**src/rtl/pipe_hazard_ctrl.sv**
```systemverilog
// Hazard and forwarding controller for the in-order pipeline.
//
// A DEPTH-slot scoreboard follows the instructions issued past ID.
// Slot 0 holds the instruction in EX and slot DEPTH-1 holds the one in WB.
// Each cycle the controller compares the ID sources against the scoreboard and
// produces:
//   - an ID-stage stall,
//   - flush strobes on a control-flow redirect,
//   - registered forwarding selects for the EX operand muxes,
//   - a saturating count of stall cycles.
//
// Ports:
//   clk, arst_n              clock, asynchronous active-low reset
//   en                       advance enable; 0 freezes all state
//   id_valid                 ID holds a valid instruction
//   id_rs1, id_rs2           source registers of the ID instruction
//   id_uses_rs1, id_uses_rs2 the ID instruction reads that source
//   id_rd                    destination register of the ID instruction
//   id_reg_write             the ID instruction writes id_rd
//   id_is_load               the ID instruction is a load
//   redirect                 taken branch or jump resolved this cycle
//   stall                    hold PC and IF/ID, insert a bubble into ID/EX
//   flush_if_id, flush_id_ex squash strobes for the pipeline registers
//   fwd_sel_rs1, fwd_sel_rs2 EX operand source:
//                              0     = register file
//                              k     = result of slot k
//                              DEPTH = WB data latched one cycle
//   stall_cnt                saturating count of stall cycles
module pipe_hazard_ctrl #(
    parameter int unsigned  REG_ADDR_W = 5,
    parameter int unsigned  DEPTH      = 3,
    parameter bit           FWD_EN     = 1'b1,
    parameter int unsigned  LOAD_LAT   = 1,
    parameter int unsigned  KILL_SLOTS = 1,
    parameter int unsigned  CNT_W      = 32,
    localparam int unsigned FS_W       = $clog2(DEPTH + 1)
) (
    input  logic                  clk,
    input  logic                  arst_n,
    input  logic                  en,
    input  logic                  id_valid,
    input  logic [REG_ADDR_W-1:0] id_rs1,
    input  logic [REG_ADDR_W-1:0] id_rs2,
    input  logic                  id_uses_rs1,
    input  logic                  id_uses_rs2,
    input  logic [REG_ADDR_W-1:0] id_rd,
    input  logic                  id_reg_write,
    input  logic                  id_is_load,
    input  logic                  redirect,
    output logic                  stall,
    output logic                  flush_if_id,
    output logic                  flush_id_ex,
    output logic [FS_W-1:0]       fwd_sel_rs1,
    output logic [FS_W-1:0]       fwd_sel_rs2,
    output logic [CNT_W-1:0]      stall_cnt
);

    // Scoreboard slots: {valid, rd, reg_write, is_load}
    logic                  slot_valid_q [DEPTH];
    logic [REG_ADDR_W-1:0] slot_rd_q    [DEPTH];
    logic                  slot_we_q    [DEPTH];
    logic                  slot_ld_q    [DEPTH];

    logic [FS_W-1:0]       fwd_sel_rs1_q, fwd_sel_rs1_d;
    logic [FS_W-1:0]       fwd_sel_rs2_q, fwd_sel_rs2_d;
    logic [CNT_W-1:0]      stall_cnt_q;

    logic                  hit_rs1, hit_rs2;
    int                    idx_rs1, idx_rs2;
    logic                  haz_rs1, haz_rs2;
    logic                  id_enter;

    // Youngest matching slot per source. Scanning from oldest to youngest lets
    // the lowest index overwrite any older match.
    always_comb begin
        hit_rs1 = 1'b0;
        hit_rs2 = 1'b0;
        idx_rs1 = 0;
        idx_rs2 = 0;
        for (int j = int'(DEPTH) - 1; j >= 0; j--) begin
            if (slot_valid_q[j] && slot_we_q[j]) begin
                if (id_uses_rs1 && (id_rs1 != '0) && (slot_rd_q[j] == id_rs1)) begin
                    hit_rs1 = 1'b1;
                    idx_rs1 = j;
                end
                if (id_uses_rs2 && (id_rs2 != '0) && (slot_rd_q[j] == id_rs2)) begin
                    hit_rs2 = 1'b1;
                    idx_rs2 = j;
                end
            end
        end
    end

    // Without forwarding any in-flight producer blocks, including WB, because
    // the register file has no write-through. With forwarding only a load
    // whose data is not yet available blocks.
    always_comb begin
        haz_rs1 = 1'b0;
        haz_rs2 = 1'b0;
        if (hit_rs1) begin
            haz_rs1 = !FWD_EN || (slot_ld_q[idx_rs1] && (idx_rs1 < int'(LOAD_LAT)));
        end
        if (hit_rs2) begin
            haz_rs2 = !FWD_EN || (slot_ld_q[idx_rs2] && (idx_rs2 < int'(LOAD_LAT)));
        end
    end

    // A redirect makes the ID instruction wrong-path, so it never stalls.
    assign stall       = id_valid && (haz_rs1 || haz_rs2) && !redirect;
    assign flush_if_id = redirect;
    assign flush_id_ex = redirect;
    assign id_enter    = id_valid && !stall && !redirect;

    always_comb begin
        fwd_sel_rs1_d = '0;
        fwd_sel_rs2_d = '0;
        if (FWD_EN && id_enter) begin
            if (hit_rs1) fwd_sel_rs1_d = FS_W'(idx_rs1 + 1);
            if (hit_rs2) fwd_sel_rs2_d = FS_W'(idx_rs2 + 1);
        end
    end

    always_ff @(posedge clk or negedge arst_n) begin
        if (!arst_n) begin
            for (int k = 0; k < int'(DEPTH); k++) begin
                slot_valid_q[k] <= 1'b0;
                slot_rd_q[k]    <= '0;
                slot_we_q[k]    <= 1'b0;
                slot_ld_q[k]    <= 1'b0;
            end
            fwd_sel_rs1_q <= '0;
            fwd_sel_rs2_q <= '0;
            stall_cnt_q   <= '0;
        end else if (en) begin
            // Shift toward WB. The youngest KILL_SLOTS entries are wrong-path
            // on a redirect and are written invalid.
            for (int k = int'(DEPTH) - 1; k >= 1; k--) begin
                slot_valid_q[k] <= slot_valid_q[k-1] && !(redirect && (k <= int'(KILL_SLOTS)));
                slot_rd_q[k]    <= slot_rd_q[k-1];
                slot_we_q[k]    <= slot_we_q[k-1];
                slot_ld_q[k]    <= slot_ld_q[k-1];
            end
            slot_valid_q[0] <= id_enter;
            slot_rd_q[0]    <= id_rd;
            slot_we_q[0]    <= id_reg_write;
            slot_ld_q[0]    <= id_is_load;
            fwd_sel_rs1_q   <= fwd_sel_rs1_d;
            fwd_sel_rs2_q   <= fwd_sel_rs2_d;
            if (stall && (stall_cnt_q != '1)) begin
                stall_cnt_q <= stall_cnt_q + CNT_W'(1);
            end
        end
    end

    assign fwd_sel_rs1 = fwd_sel_rs1_q;
    assign fwd_sel_rs2 = fwd_sel_rs2_q;
    assign stall_cnt   = stall_cnt_q;

endmodule

```
**config.mk**
```make
export PLATFORM = sky130hd
export DESIGN_NAME = pipe_hazard_ctrl
export DESIGN_NICKNAME = d
export VERILOG_FILES = /design/src/rtl/pipe_hazard_ctrl.sv
export SDC_FILE = /design/constraint.sdc
export NUM_CORES = 1
export LEC_CHECK = 0
export CAP_MARGIN = 10
export CORE_ASPECT_RATIO = 0.6
export CORE_MARGIN = 4
export CORE_UTILIZATION = 35
export DETAILED_ROUTE_END_ITERATION = 12
export SYNTH_ARGS = -nofsm -noshare
export SYNTH_HDL_FRONTEND = slang
export SYNTH_SLANG_ARGS = --single-unit
```
**constraint.sdc**
```tcl
create_clock -name clk -period 4.05 [get_ports clk]
set_clock_uncertainty 0.1 [all_clocks]
set_input_delay 0.405 -clock clk [delete_from_list [all_inputs] [get_ports clk]]
set_output_delay 0.405 -clock clk [all_outputs]
set_load 0.02 [all_outputs]
```
==> reports/metrics.csv <==
metric,value,unit
run_status,completed,
synth_compound_area_frac,0.0461,
p_int,1.19,mW
setup_viol,0,
wire_per_inst,17.7,um
whs,87.1,ps
cp_cell_sequence,clkdlybuf4s50_1 -> xnor2_1 -> nand4_1 -> nor3_1 -> or2_2 -> ha_1 -> o41ai_1 -> a31o_2 -> o22a_2 -> nor3b_1 -> dlygate4sd2_1,
worst_slew_pin_slew,829,ps
power_frac_comb,0.115,
antenna_found_initial,0,
synth_warnings,0,
layout.nets,405,
grt_pass1_wl,14000,um
drive_gt1_frac,0.168,
ys_seq_elements,60,
final_antenna_net_count,0,
async_reset_ff_frac,1.00,
setup_tns,0,ps
synthXorXnorAreaFrac,0.164,
synthSimpleGateAreaFrac,0.214,
htreeDepth,3,
syn-num-nets,325,
dp_hpwl,6670,um
fin_crit_sh,0.939,
reg2reg_from,slot_rd_q[9]$_DFFE_PN0P_,
crit_path_max_incr_delay,500,ps
synth_mux_area_frac,0.0727,
max_slew_margin,0.447,
drt-total-wl,8710,um
drv_slew,0,
setup_ws,245,ps
finalWorstPathRequiredPeriod,3800,ps
rr_worst_depth,12,
first_iter_violations,144,
r2r_slack,630,ps
crit_required,3540,ps
die_h,82.7,um
die_x,132,um
synth.avg_cell_area,10.9,um^2
netlist_top_cells_area,"dfrtp_1 (46%), xor2_1 (8.6%), xnor2_1 (7.8%)",
final_core_util,0.495,
netlist_instances,298,
num_antenna_cells,0,
yosysMostFrequentCell,dfrtp_1,
cts_tree,built,
cp-endpoint,stall,
endpoint_kind,output port,
dr.pass1.iters,4,
synth_area_leader_cell,dfrtp_1,
synth_ff_type,dfrtp_1,
coreArea,8780,um^2
cap_violations,0,
critPathArrivalTime,3300,ps
timing.setup.critical_path_class,primary input to output port,
critical_path.slowest_cell,clkdlybuf4s50_1,
synth_top_family_by_area,simple AND/OR/NAND/NOR gates,
syn_area,3250,um^2
cts_buffers,9,
synth_common_cells,"dfrtp_1 (60), xor2_1 (32), xnor2_1 (29)",
area_growth_syn_to_layout,33.7,%
p_sw,0.381,mW
ios,63,
cts.sinks,60,
fill_cells,819,
overflow,0,
hold_violations,0,
power_density,360,nW/um^2
synth_top_area_frac,0.461,
post-place-ws,-33.6,ps
power,1.57,mW
stdcell_count,493,
cts_max_path_buffers,2,
p_seq_frac,0.433,
grt_pass1_vias,2573,
r2r-end,stall_cnt[1]$_DFFE_PN0P_,
synth_edf_count,0,
dieArea,11000,um^2
port_buffers,62,
final_area,4350,um^2
ys_seq_area_frac,0.461,
place_congestion,0.972,
cp_max_fo,5,
ys_types,42,
clock.fmax,263,MHz
rsz0062_at_grt,no,
grt.total_usage,0.167,
clk_pin_slew,50,ps
initial_core_util,0.371,
min_path_type,primary input to async pin,
clk_latency,320,ps
avgViaCountPerCell,5.16,
rows,26,
cp-start-kind,primary input,
placed_cell_area,4080,um^2
p_sw_frac,0.243,
peakVddDrop,0.000238,V
grt_start_max_net_pins,38,
synth-adder-area-share,0.0115,
dr_total_vias,2542,
drc,0,
p_clk_frac,0.452,
crit_start,id_rs2[3],
clockRootBuffer,clkbuf_16,
p_leak,1.86,nW
dpl.cell_count,479,
placed cells by master, fill, tap and decap left out, types with 4 or more instances in the layout:
cell type / instances
nor4_1: 20
nand4_1: 11
clkdlybuf4s50_1: 60
xor2_1: 32
mux2_2: 21
o21ai_0: 5
nand2b_1: 4
dfrtp_1: 60
xnor2_1: 29
or3_1: 4
and2_1: 4
clkbuf_16: 9
buf_4: 17
nand2_1: 13
or2_2: 4
nor3_1: 7
nor2_1: 6
o22ai_1: 4
inv_1: 8
nand3_1: 20
area by class of cell:
cell class | instances | area (um^2) | area share
inverters | 8 | 30.0 | 0.00690
repair buffers | 79 | 742 | 0.171
well taps | 112 | 140 | 0.0322
multi-input cells | 220 | 1660 | 0.382
clock buffers | 12 | 267 | 0.0613
flip-flops and latches | 60 | 1500 | 0.345
clock inverters | 2 | 10.0 | 0.00230
logic make-up after synthesis:
group | Yosys count
DFF | 60
xor gates and xnor gates | 61
AOI/OAI and AO/OA | 20
adders and majority gates | 3
and+or+nand+nor | 115
buffers and inverters | 18
muxes | 21
worst max-delay path, delay by kind of cell:
kind / cells / cell delay [ps]
AND/OR/NAND/NOR: 4 / 1070
adder cells (fa/ha/maj): 1 / 140
buffers and inverters: 2 / 870
AO/OA/AOI/OAI: 3 / 490
XOR/XNOR: 1 / 320
how the worst min path moves through the flow:
stage,endpoint,slack (ps),cells after the start
2_1_floorplan,fwd_sel_rs1[0]$_DFFE_PN0P_,9,0
3_3_place_gp,stall_cnt[18]$_DFFE_PN0P_,380,1
3_5_place_dp,stall_cnt[9]$_DFFE_PN0P_,380,1
4_1_cts,stall_cnt[8]$_DFFE_PN0P_,120,1
5_1_grt,slot_rd_q[6]$_DFFE_PN0P_,170,1
6_report,slot_rd_q[11]$_DFFE_PN0P_,90,1
registers in the layout (all words and copies together) (netlist names):
signal / count
stall_cnt: 32
fwd_sel_rs1: 2
slot_rd_q: 15
slot_valid_q: 3
slot_ld_q: 3
slot_we_q: 3
fwd_sel_rs2: 2
power by group through the flow:
stage / sequential (mW) / clock, mW / combinational, mW
after detailed placement: 0.687 / 0 / 0.180
after global placement: 0.686 / 0 / 0.180
after global routing: 0.682 / 0.754 / 0.199
after floorplan: 0.672 / 0 / 0.103
final: 0.678 / 0.709 / 0.180
after CTS: 0.677 / 0.724 / 0.181
timing repair:
| item | in CTS | in global routing |
|---|---|---|
| gates resized for setup | 1 | 0 |
| endpoints found under the setup margin | 1 | 0 |
| buffers inserted | 0 | 0 |
| hold buffers | 0 | 0 |
routing by layer:
metal  GRT usage  vias up  routed length [um]
met1       0.261     1233                4810
met2       0.220       57                3320
met3      0.0490        7                 513
met4      0.0373        0                  74
met5           0        -                   0
li1            -     1245                   -
Power figures use the tool's default switching activity.
